<file path="config.mk">
export PLATFORM = sky130hd
export DESIGN_NAME = ex_mem_stage_reg
export DESIGN_NICKNAME = d
export VERILOG_FILES = /design/src/rtl/ex_mem_stage_reg.sv
export SDC_FILE = /design/constraint.sdc
export NUM_CORES = 1
export LEC_CHECK = 0
export ABC_AREA = 0
export BUFFER_PORTS_ARGS = -buffer_cell sky130_fd_sc_hd__buf_2
export CAP_MARGIN = 0
export CORE_MARGIN = 2
export CORE_UTILIZATION = 28
export DETAILED_ROUTE_END_ITERATION = 8
export SETUP_SLACK_MARGIN = 0.15
export SLEW_MARGIN = 20
export SYNTH_ARGS = -nofsm -noshare
export SYNTH_HDL_FRONTEND = slang
export SYNTH_SLANG_ARGS = --single-unit
</file>
<file path="constraint.sdc">
create_clock -name clk -period 2.13 [get_ports clk]
set_input_delay 0.426 -clock clk [delete_from_list [all_inputs] [get_ports clk]]
set_output_delay 0.426 -clock clk [all_outputs]
set_load 0.01 [all_outputs]
</file>
<file path="src/rtl/ex_mem_stage_reg.sv">
// EX/MEM pipeline register: carries EX results into the memory stage with a
// valid bit, hold/bubble controls, a saturating Tnew countdown, an M-stage
// forwarding qualifier and a saturating stall-cycle counter.
module ex_mem_stage_reg #(
    parameter int unsigned DATA_W = 32,
    parameter int unsigned REG_W  = 5,
    parameter int unsigned TNEW_W = 2,
    parameter int unsigned CNT_W  = 16
) (
    input  logic              clk,
    input  logic              reset,
    input  logic              stall_M,
    input  logic              flush_M,
    input  logic              validE,
    input  logic              regwriteE,
    input  logic              memtoregE,
    input  logic              memwriteE,
    input  logic [1:0]        mem_sizeE,
    input  logic              load_signedE,
    input  logic [REG_W-1:0]  rtE,
    input  logic [REG_W-1:0]  write_regE,
    input  logic [DATA_W-1:0] alu_outE,
    input  logic [DATA_W-1:0] write_dataE,
    input  logic [TNEW_W-1:0] Tnew_E,
    output logic              validM,
    output logic              regwriteM,
    output logic              memtoregM,
    output logic              memwriteM,
    output logic [1:0]        mem_sizeM,
    output logic              load_signedM,
    output logic [REG_W-1:0]  rtM,
    output logic [REG_W-1:0]  write_regM,
    output logic [DATA_W-1:0] alu_outM,
    output logic [DATA_W-1:0] write_dataM,
    output logic [TNEW_W-1:0] Tnew_M,
    output logic              fwd_validM,
    output logic [CNT_W-1:0]  stall_cnt
);

    logic              r_valid;
    logic              r_regwrite;
    logic              r_memtoreg;
    logic              r_memwrite;
    logic [1:0]        r_mem_size;
    logic              r_load_signed;
    logic [REG_W-1:0]  r_rt;
    logic [REG_W-1:0]  r_write_reg;
    logic [DATA_W-1:0] r_alu_out;
    logic [DATA_W-1:0] r_write_data;
    logic [TNEW_W-1:0] r_tnew;
    logic [CNT_W-1:0]  r_stall_cnt;

    logic [TNEW_W-1:0] w_tnew_next;
    logic              w_fwd_valid;

    // Tnew decrement in TNEW_W bits, clamped at zero so it never wraps.
    always_comb begin
        w_tnew_next = '0;
        if (Tnew_E != '0) begin
            w_tnew_next = Tnew_E - TNEW_W'(1);
        end
    end

    // Pipeline fields: reset > flush (bubble) > stall (hold) > load.
    always_ff @(posedge clk) begin
        if (reset || flush_M) begin
            r_valid       <= 1'b0;
            r_regwrite    <= 1'b0;
            r_memtoreg    <= 1'b0;
            r_memwrite    <= 1'b0;
            r_mem_size    <= '0;
            r_load_signed <= 1'b0;
            r_rt          <= '0;
            r_write_reg   <= '0;
            r_alu_out     <= '0;
            r_write_data  <= '0;
            r_tnew        <= '0;
        end else if (!stall_M) begin
            r_valid       <= validE;
            r_regwrite    <= validE & regwriteE;
            r_memtoreg    <= validE & memtoregE;
            r_memwrite    <= validE & memwriteE;
            r_mem_size    <= mem_sizeE;
            r_load_signed <= load_signedE;
            r_rt          <= rtE;
            r_write_reg   <= write_regE;
            r_alu_out     <= alu_outE;
            r_write_data  <= write_dataE;
            r_tnew        <= w_tnew_next;
        end
    end

    // Stall-cycle counter: counts held cycles only, saturates, ignores flush.
    always_ff @(posedge clk) begin
        if (reset) begin
            r_stall_cnt <= '0;
        end else if (stall_M && !flush_M && (r_stall_cnt != '1)) begin
            r_stall_cnt <= r_stall_cnt + CNT_W'(1);
        end
    end

    // Forwarding qualifier from registered M-stage state.
    always_comb begin
        w_fwd_valid = r_valid & r_regwrite & ~r_memtoreg
                      & (r_write_reg != '0) & (r_tnew == '0);
    end

    assign validM       = r_valid;
    assign regwriteM    = r_regwrite;
    assign memtoregM    = r_memtoreg;
    assign memwriteM    = r_memwrite;
    assign mem_sizeM    = r_mem_size;
    assign load_signedM = r_load_signed;
    assign rtM          = r_rt;
    assign write_regM   = r_write_reg;
    assign alu_outM     = r_alu_out;
    assign write_dataM  = r_write_data;
    assign Tnew_M       = r_tnew;
    assign fwd_validM   = w_fwd_valid;
    assign stall_cnt    = r_stall_cnt;

endmodule

</file>
* Word-level counts from Yosys, hierarchy flattened
Index checks and enable logic that the tools add are counted. W data, S select, Z words.
Cells by class: bitwise gates (word level) 8, equality and inequality tests 1, multiplexer cells 1, add/subtract/negate cells 2, reduce and logical (&&, ||, !) cells 7
Operator list (count):
- $add A16 B1 Y16 const B | 1
- $ne A16 B16 Y1 const B | 1
- $and A1 B1 Y1 | 7
- $reduce_bool A5 Y1 | 1
- $logic_and A1 B1 Y1 | 2
- $logic_not A2 Y1 | 1
- $mux W2 | 1
- $reduce_bool A2 Y1 | 1
- $sub A2 B1 Y2 const B | 1
- $logic_not A1 Y1 | 1
- $logic_or A1 B1 Y1 | 1
- $not A1 Y1 | 1
Word-level totals: word-level logic and storage cells 31, input port bits 87, register bits 99, output and inout bits 100

* Depth between registers and ports, before layout
word-level depth 4, gate-level depth with buffers 6, depth with buffers taken out 5

* Worst setup path before layout
OpenSTA, ideal clock, no wires.
path kind register -> register, start point register r_stall_cnt[0], in the netlist stall_cnt[0], end point register r_stall_cnt[14], in the netlist stall_cnt[14], setup slack 0.303 ns, buffers on the path 0, arrival 1.706 ns, stages on the path, launching flop included 6, required time 2.009 ns, clock period less this slack 1.827 ns, library setup time 0.121 ns, cell sequence dfxtp_1 > ha_1 > nand3_1 > or2_4 > nor4_1 > mux2_2
Between the ends: longest elaborated chain between the ends 2, elaborated cells between the ends (all ways) 3, classes of those cells add/sub (1); eq/ne (1); reduce/logical (1)
RTL lines:
- from (decl) | line 51 | logic [CNT_W-1:0] r_stall_cnt;
- from (signal assigned) | line 98 | r_stall_cnt <= r_stall_cnt + CNT_W'(1);
- parallel branches: the longest is 2 deep, another holds $add A16 B1 Y16
Several ways; the timed one is not identified. A chain may end at the register's enable or synchronous reset.

* Worst setup path in the final report
start point register r_write_reg[0], in the netlist write_regM[0], end point output fwd_validM
Between the ends: longest elaborated chain between the ends 3
RTL lines:
- from (decl) | line 47 | logic [REG_W-1:0] r_write_reg;
- from (signal assigned) | line 86 | r_write_reg <= write_regE;
- $reduce_bool A5 Y1 | line 105 | & (r_write_reg != '0) & (r_tnew == '0);
- $and A1 B1 Y1 (2 in series) | line 105
- to (decl) | line 36 | output logic fwd_validM,
No other way between the ends.

==> summary.md <==
| Metric | Value |
|---|---|
| DRC errors left | 0 |
| Initial antenna violation count | 0 |
| Starting Density | 0.2854 |
| Hold buffers post-CTS | 0 |
| WL met1 | 3.874 mm |
| Ant. Diodes | 0 |
| Final nets | 646 |
| Worst R2R End | stall_cnt[14] |
| Adder-cell share of the synthesized area | 0.003323 |
| CTS Root Cell | clkbuf_16 |
| Peak supply drop | 0.0002903 V |
| First-pass GRT wire length | 15.08 mm |
| ANT nets after route | 0 |
| Worst Setup Path Type | reg -> out |
| IO Count | 187 |
| Clk_skew | 2.645 ps |
| Worst-Margin Slew | 620.8 ps |
| Final slew viol count | 0 |
| Wire per inst | roughly 13 um |
| Cell count after synthesis | 378 |
| Clock sink count | 99 |
| Max layer used | met4 |
| Unique masters post-synth | 32 |
| Simple-Gate Fraction of Synth Area | 0.1828 |
| Routed via count | 3355 |
| FMAX | roughly 530 MHz |
| Share of the synthesized area in the top cell type | 0.5264 |
| Worst reg-to-reg path cell count | 5 |
| Inserted Clock Buffers | 9 |
| Crit-path max FO | 3 |
| Post-Syn Area | 3765 um^2 |
| Area Overhead vs Synth | 37.49% |
| Worst reg-to-reg setup slack | 330 ps |
| Post-synthesis compound-gate area fraction | 0.05085 |
| Crit path launch type | flip-flop |
| Post-Syn Area per Cell | between 9 and 10 um^2 |
| Worst setup path endpoint | fwd_validM |
| Sequential share of the synthesized area | 0.5264 |
| Max-cap violations | 0 |
| Vias in the first global route | 3204 |
| # rows | 42 |
| Global placement routability congestion | a little under 0.8 |
| Total iterations of the first detailed-routing run | 4 |
| DR iter-0 viols | between 100 and 150 |
| Total gr overflow | 0 |
| Final setup TNS | 0 ps |
| Endpoints failing setup | 0 |
| Total Wirelength | 9.256 mm |
| Leakage | between 0.002 and 0.003 uW |
| Fraction of registers with async set/reset | 0 |
| Top FF cell, synth | dfxtp_1 |
| Status | finished, final reports clean |
| Fin area | 5176 um^2 |
| Hold Violations, Final | 0 |
| Syn nets | roughly 470 |
| CTS tree | built |
| CP startpoint | write_regM[0] |
| Die ar. | 14390 um^2 |
| Yosys reg bits | 99 |
| Min Clock Period, post-route | 1902 ps |
| Synth Warn # | 0 |
| Clk buf depth | 2 |
| Worst-path clk slew | 60 ps |
| Metal2 WL | 4.511 mm |
| Via/cell ratio | 4.540 |
| Number of flops mapped to enable cells by yosys | 0 |
| Area after DPL | 4878 um^2 |
| Reg-to-Reg Start | stall_cnt[0] |
| GR Util All Layers | 0.1307 |
| Dpl hpwl | 6.758 mm |
| Relative slew slack | 0.5862 |
| H-tree depth | 3 |
| WL met3 | around 700 um |
| Die height | between 100 and 150 um |
| Crit path required time | approximately 1700 ps |
| CP Capture Type | output pin |
| Unrepaired setup endpoints after global routing | false |
| Die Width | 120.0 um |
| Arrival time worst endpoint | 1480 ps |
| Share of cells above drive strength 1 | 0.3854 |
| Hold Path Class | in -> reg |
| Tcrit/Tclk final | 0.8928 |
| Largest net degree at the start of global routing | 87 |
| Xor and xnor area share after synthesis | 0 |
| Largest family of logic cells by synthesized area | multiplexers |
| Most common cell after layout, fill and taps aside | buf_2 |
| Latest clock arrival within the worst-skew pair | 340 ps |
| Core ar. | 13190 um^2 |
| Most frequent cells in the layout | 185 x buf_2, 97 x dfxtp_1, 91 x nor2_1 |
| Top cells by area, synth | dfxtp_1 53%, mux2i_1 20%, nor2_1 9.1% |
| PD cells | 746.2 nW/um^2 |
| Synth area leader | dfxtp_1 |
| I/O Buffers | 186 |
| Mux cell area share after synthesis | 0.2077 |
how the worst min path moves through the flow:
stage                         start              end  slack (ps)  cells past startpoint
floorplan             stall_cnt[11]    stall_cnt[11]         520                      2
detailed placement   write_dataM[6]   write_dataM[6]         480                      2
global route        write_dataE[24]  write_dataM[24]         320                      3
CTS                     alu_outE[2]      alu_outM[2]         290                      3
global placement       alu_outM[14]     alu_outM[14]         470                      2
finish                  alu_outE[2]      alu_outM[2]         310                      3
kinds of logic after synthesis:
| kind of cell | count (synthesis) |
|---|---|
| AOI/OAI and AO/OA | 32 |
| muxes | 78 |
| and+or+nand+nor | 143 |
| DFF | 99 |
| buffers and inverters | 25 |
| adders and majority gates | 1 |
repair_timing:
action | in CTS | in global routing
resized for setup | 0 | 3
endpoints found under the setup margin | 0 | 1
buffers inserted | 0 | 0
power by group:
group | internal (uW) | switching, uW
Combinational | 179 | 180
Clock | 919 | 653
Sequential | 1900 | 27.2
Total | 3000 | 860
metal layers:
metal,GRT usage,vias up
met5,0,-
met4,0.06176,0
met3,0.03992,12
met2,0.2209,111
met1,0.1504,1556
li1,-,1676
stage by stage:
step	hold slack [ps]	instances	worst slack (ps)	util	total power [uW]
after floorplan	516.3	378	303.4	-	2175
after global placement	468.6	723	305.1	0.3699	2328
after detailed placement	483.4	723	243.9	0.3699	2339
after CTS	294.3	739	205.5	0.3921	3937
after global routing	315.4	739	182.6	0.3924	4044
final	309.7	739	228.3	0.3924	3862
registers in the layout (all words and copies together) (netlist names):
register / flops
Tnew_M: 2
load_signedM: 1
memtoregM: 1
write_dataM: 32
validM: 1
mem_sizeM: 2
write_regM: 5
regwriteM: 1
rtM: 5
alu_outM: 32
stall_cnt: 16
memwriteM: 1
cell type report:
cell class	instances	area, um^2
timing repair buffer	193	998.5
clock buffer	15	287.8
sequential	99	1984
multi-input combinational	254	1677
inverter	1	3.754
fill	1362	8014
tap	176	220.2
clock inverter	1	5.005
worst max-delay path: stages (launching register included):
cell and delay (ps):
dfxtp_1 330, or4_1 510, nor2_1 110, nor3_1 50, buf_2 140
synthesized netlist by cell type (all sizes together), types with 5 or more instances:
master / count
buf: 8
nor2: 91
a21oi: 16
dfxtp: 99
nand4: 6
nand3: 9
or4: 10
nand2: 5
nor3: 5
o31ai: 9
mux2i: 77
clkbuf: 16
Power figures use the tool's default switching activity.
